==> src/rtl/slt_unit_seq.sv <==
// slt_unit_seq: multi-cycle set-less-than unit for the ALU result mux.
// Computes A - B as A + ~B + 1, CHUNK bits per cycle, then derives the
// signed or unsigned less-than and an equality flag from the full difference.
//
// Handshakes (both sides): a transfer happens on a rising edge where
// valid && ready are both 1. The input side is ready only in IDLE. The
// output side holds out_valid and f/lt/eq stable in DONE until out_ready.
// A new operation can be accepted no earlier than the edge after the result
// is taken, so operations never overlap.
module slt_unit_seq #(
    parameter int WIDTH = 32,
    parameter int CHUNK = 8
) (
    input  logic             clk,
    input  logic             rst_n,
    input  logic             in_valid,
    output logic             in_ready,
    input  logic [WIDTH-1:0] a,
    input  logic [WIDTH-1:0] b,
    input  logic             signed_mode,
    output logic             out_valid,
    input  logic             out_ready,
    output logic [WIDTH-1:0] f,
    output logic             lt,
    output logic             eq,
    output logic [1:0]       fsm_state
);

    // WIDTH must be an exact multiple of CHUNK; N chunks per operation.
    localparam int N  = WIDTH / CHUNK;
    localparam int CW = (N > 1) ? $clog2(N) : 1;
    localparam logic [CW-1:0] LAST = CW'(N - 1);

    typedef enum logic [1:0] {
        IDLE = 2'd0,
        RUN  = 2'd1,
        DONE = 2'd2
    } state_t;

    state_t state;
    state_t state_next;

    // Operand latches shift right by CHUNK each RUN cycle, so the chunk
    // being processed always sits in the low bits. On the last chunk the
    // low chunk holds the operand MSBs.
    logic [WIDTH-1:0] a_q;
    logic [WIDTH-1:0] nb_q;
    logic             mode_q;
    logic             carry;
    logic [CW-1:0]    cnt;
    logic             zero_acc;

    logic [CHUNK-1:0] a_chunk;
    logic [CHUNK-1:0] nb_chunk;
    logic [CHUNK:0]   sum;
    logic [CHUNK-1:0] d;
    logic             carry_out;
    logic             last;
    logic             zero_next;
    logic             a_msb;
    logic             b_msb;
    logic             diff_msb;
    logic             ovf;
    logic             lt_next;

    assign fsm_state = state;

    // Chunk adder and result derivation; only meaningful in RUN.
    always_comb begin
        a_chunk   = a_q[CHUNK-1:0];
        nb_chunk  = nb_q[CHUNK-1:0];
        sum       = {1'b0, a_chunk} + {1'b0, nb_chunk} + {{CHUNK{1'b0}}, carry};
        d         = sum[CHUNK-1:0];
        carry_out = sum[CHUNK];
        last      = (cnt == LAST);
        zero_next = zero_acc & (d == '0);
        a_msb     = a_chunk[CHUNK-1];
        b_msb     = ~nb_chunk[CHUNK-1];
        diff_msb  = d[CHUNK-1];
        // Signed overflow: operands differ in sign and the difference
        // disagrees with A's sign, so the raw sign bit is inverted.
        ovf       = (a_msb != b_msb) & (diff_msb != a_msb);
        lt_next   = (mode_q ? (diff_msb ^ ovf) : ~carry_out) & ~zero_next;
    end

    // State register.
    always_ff @(posedge clk or negedge rst_n) begin
        if (!rst_n) begin
            state <= IDLE;
        end else begin
            state <= state_next;
        end
    end

    // Next-state logic.
    always_comb begin
        state_next = state;
        case (state)
            IDLE:    if (in_valid)  state_next = RUN;
            RUN:     if (last)      state_next = DONE;
            DONE:    if (out_ready) state_next = IDLE;
            default: state_next = IDLE;
        endcase
    end

    // Registered handshake flags, decoded from the next state.
    always_ff @(posedge clk or negedge rst_n) begin
        if (!rst_n) begin
            in_ready  <= 1'b1;
            out_valid <= 1'b0;
        end else begin
            in_ready  <= (state_next == IDLE);
            out_valid <= (state_next == DONE);
        end
    end

    // Datapath: operand capture, chunk-serial subtract, result registers.
    always_ff @(posedge clk or negedge rst_n) begin
        if (!rst_n) begin
            a_q      <= '0;
            nb_q     <= '0;
            mode_q   <= 1'b0;
            carry    <= 1'b0;
            cnt      <= '0;
            zero_acc <= 1'b0;
            f        <= '0;
            lt       <= 1'b0;
            eq       <= 1'b0;
        end else begin
            case (state)
                IDLE: begin
                    if (in_valid) begin
                        a_q      <= a;
                        nb_q     <= ~b;
                        mode_q   <= signed_mode;
                        carry    <= 1'b1;
                        cnt      <= '0;
                        zero_acc <= 1'b1;
                    end
                end
                RUN: begin
                    a_q      <= a_q >> CHUNK;
                    nb_q     <= nb_q >> CHUNK;
                    carry    <= carry_out;
                    zero_acc <= zero_next;
                    cnt      <= cnt + CW'(1);
                    if (last) begin
                        lt <= lt_next;
                        eq <= zero_next;
                        f  <= WIDTH'(lt_next);
                    end
                end
                default: begin
                end
            endcase
        end
    end

endmodule

==> config.mk <==
export PLATFORM = sky130hd
export DESIGN_NAME = slt_unit_seq
export DESIGN_NICKNAME = d
export VERILOG_FILES = /design/src/rtl/slt_unit_seq.sv
export SDC_FILE = /design/constraint.sdc
export NUM_CORES = 1
export LEC_CHECK = 0
export BUFFER_PORTS_ARGS = -buffer_cell sky130_fd_sc_hd__buf_2
export CAP_MARGIN = 25
export CORE_MARGIN = 10
export CORE_UTILIZATION = 40
export CTS_CLUSTER_SIZE = 25
export DETAILED_ROUTE_END_ITERATION = 8
export GPL_TIMING_DRIVEN = 0
export PLACE_DENSITY = 0.67
export SLEW_MARGIN = 20
export SYNTH_ARGS = -nofsm -noshare
export SYNTH_HDL_FRONTEND = slang
export SYNTH_SLANG_ARGS = --single-unit
==> constraint.sdc <==
create_clock -name clk -period 3.05 [get_ports clk]
set_input_delay 0.305 -clock clk [delete_from_list [all_inputs] [get_ports clk]]
set_output_delay 0.305 -clock clk [all_outputs]
set_load 0.05 [all_outputs]
==> results.ini <==
[drt]
firstDrtPassIters=4
ant_nets=0
drc=0
wl_met3_um=559
highest_layer=met4
wl_per_cell_um=14.4
vias=3152
wl_um=9530
route.met2.wl_um=4790
via_per_inst=4.78
wirelength_met1_um=4020
drtIter0Drc=107

[floorplanning]
die_area_sq_um=13600
top_level_ports=107
die_h_um=117
start_util=0.407
rows=35
core_sq_um=9200
die_w_um=117

[worst_setup_path]
end_kind=register
critPathBufInv=0
cp_slowest_cell=fa_1
cp_top_family=compound AO/OA/AOI/OAI gates
crit_arrival_ps=3230
path_class=reg -> reg
critical_path_required_ps=3280
slowest_delay_ps=430
cp.depth=12
crit_path_start_kind=register
path_cells=fa_2, a211o_1, nand3_2, a21oi_2, o21ai_1, nand2_1, fa_1, nand2b_4, nor4_4, o221ai_2, a221oi_2, o31ai_1
critPathMaxFanout=3
r2r_cells=12

[sta]
slew_violations=0
finalWorstSetupSlack_ps=42.8
min_period_ps=3010
finalCritPeriodShare=0.986
rsz0062_at_grt=true
finClkSkew_ps=8.61
finalHoldViolations=0
fmax_ghz=0.333
setup_viol=0

[power]
clockPowerShare=0.152
vdd_drop_max_mv=0.543
powerDensity_nw_per_um2=1100
power_mw=5.20
power.switching_mw=2.30
p_int_mw=2.89
p_leak_nw=2.33
p_sw_frac=0.443
comb_power_share=0.515
pwr-share-seq=0.333

[placed_design]
dp_hpwl_um=7480
pre_cts_slack_ps=-225
place.gp.congestion=0.804
portBuffers=75

[synth]
synth.distinct_cells=40
synth_seq_cells=75
ys_seq_area_frac=0.501
synth_area_sq_um=3750
ys_warn_count=0
syn_avg_cell_area_sq_um=8.92
syn_inst=420

[global_route]
antenna_found_initial=0
grt_pass1_vias=3299
grt_pass1_wl_um=15700
gr-total-overflow=0
grt_usage=0.143
grt_max_degree=49

[clock_tree]
worstSkewPairLatency_ps=350
cts.sinks=75
cts-root-buf=clkbuf_8
clk_path_buf_depth=2
clkTransAtPathRegs_ps=80
cts_tree=built
cts_inserted_buffers=9
h-tree-depth=3

[cells_and_area]
multi_input_area_sq_um=1680
final_layout_size_suffix_gt1_frac=0.277
seqCellArea_sq_um=1880
fillers=886
utilization=0.513
area_growth_syn_to_layout_pct=25.8
diodes=0
finish.net_count=624

[run_status]
outcome=finished clean

[flow_run]
cap_violations=0

[hold_path]
hp-class=in -> reg
min_path_cells=2

[placed cells by master, fill, tap and decap left out, types with 3 or more instances in the layout]
cell	instances
buf_2	82
nand2b_1	3
clkbuf_8	11
conb_1	31
a22o_1	9
ha_1	7
nor3_1	3
a31oi_1	24
dfrtp_1	74
nor2_1	53
clkbuf_1	16
a21oi_1	28
buf_4	39
nand2_1	87
inv_1	3
o21ai_0	36
[routing by layer]
| layer | vias up | track usage |
|---|---|---|
| met4 | 0 | 0.0535 |
| li1 | 1617 | - |
| met2 | 66 | 0.248 |
| met1 | 1458 | 0.167 |
| met5 | - | 0 |
| met3 | 11 | 0.0372 |
[through the flow]
step | setup TNS [ps] | cell area [sq um] | hold slack, ps | instances
4_1_cts | 0 | 4690 | 128 | 657
3_3_place_gp | -462 | 4370 | 461 | 636
6_report | 0 | 4720 | 134 | 660
5_1_grt | -462 | 4720 | 141 | 660
3_5_place_dp | -650 | 4400 | 252 | 637
2_1_floorplan | 0 | 3860 | 9.41 | 450
[worst reg2reg max path, stage by stage (launching register included)]
cell,delay (ps)
dfrtp_1,410
fa_2,400
a211o_1,300
nand3_2,110
a21oi_2,60
o21ai_1,150
nand2_1,80
fa_1,430
nand2b_4,160
nor4_4,270
o221ai_2,150
a221oi_2,250
o31ai_1,120
[cells in the mapped netlist]
master	instances	area [sq um]
mux2_1	1	11.3
buf_2	8	40.0
a21o_2	1	8.76
nor2b_1	1	6.26
conb_1	1	3.75
nor3_1	3	15.0
a21boi_0	1	7.51
o32a_1	1	10.0
and3_1	1	6.26
and2_1	1	6.26
ha_1	8	100
nor4_1	1	6.26
fa_1	3	60.1
o21a_1	2	15.0
a21o_1	1	7.51
o22a_2	1	10.0
xor2_1	1	8.76
a22o_1	9	78.8
a211oi_2	1	12.5
dfrtp_1	74	1850
o31ai_2	1	12.5
inv_1	3	11.3
a211oi_1	2	15.0
buf_4	32	240
nand2_1	87	327
a31oi_1	24	150
nand3_1	1	5.00
a211o_1	2	17.5
dfstp_2	1	26.3
nor2_1	53	199
nand2b_1	4	25.0
o31ai_1	2	15.0
buf_1	2	7.51
o221ai_1	1	8.76
o21ai_0	37	185
a221oi_2	1	15.0
clkbuf_1	15	56.3
or2_2	2	12.5
a21oi_1	29	145
o21bai_1	1	7.51
[state kept, by name, indices dropped and copies added (netlist names)]
register,count
a_q,32
carry,1
cnt,2
eq,1
f,1
fsm_state,2
in_ready,1
mode_q,1
nb_q,32
out_valid,1
zero_acc,1
[power groups by stage]
| stage | clock network, mW | logic (mW) | registers, mW |
|---|---|---|---|
| 6_report | 0.789 | 2.68 | 1.73 |
| 5_1_grt | 0.840 | 3.04 | 1.78 |
| 4_1_cts | 0.792 | 2.64 | 1.73 |
| 3_5_place_dp | 0 | 2.45 | 1.74 |
| 3_3_place_gp | 0 | 2.36 | 1.72 |
| 2_1_floorplan | 0 | 1.80 | 1.74 |
[kinds of logic (layout without fill, tap and decap cells)]
| kind of cell | count (synthesis) | after routing | synth area share |
|---|---|---|---|
| buffers and inverters | 60 | 159 | 0.0948 |
| and+or+nand+nor | 154 | 154 | 0.162 |
| other | 1 | 31 | 0.00100 |
| adders and majority gates | 11 | 11 | 0.0427 |
| DFF | 75 | 75 | 0.501 |
| xor gates and xnor gates | 1 | 1 | 0.00234 |
| AOI/OAI and AO/OA | 117 | 117 | 0.193 |
| muxes | 1 | 1 | 0.00300 |
[final timing paths]
| path | endpoint | slack [ps] | start |
|---|---|---|---|
| worst min register to register | nb_q[15]$_DFFE_PN0P_ | 480 | nb_q[15]$_DFFE_PN0P_ |
| worst max register to register | f[0]$_DFFE_PN0P_ | 40 | a_q[0]$_DFFE_PN0P_ |
| worst min-delay path | nb_q[29]$_DFFE_PN0P_ | 130 | b[29] |
| min in group asynchronous | a_q[29]$_DFFE_PN0P_ | 400 | rst_n |
| max in group asynchronous | in_ready$_DFF_PN1_ | 2040 | rst_n |
| worst max-delay path | f[0]$_DFFE_PN0P_ | 40 | a_q[0]$_DFFE_PN0P_ |
[layout make-up]
cell class / instances / area share
well taps: 111 / 0.0295
clock buffers: 12 / 0.0329
inverters: 3 / 0.00239
multi-input cells: 315 / 0.356
plain buffers: 57 / 0.0730
repair buffers: 83 / 0.0976
flip-flops and latches: 75 / 0.398
clock inverters: 4 / 0.0103
[what timing repair did]
action	CTS	global route
setup endpoints to repair	3	3
hold buffers	1	0
endpoints found under the hold margin	27	0
setup buffers	3	3
pin swaps	4	7
resized for setup	8	1
Note: power is estimated with default switching activity, not from simulation.
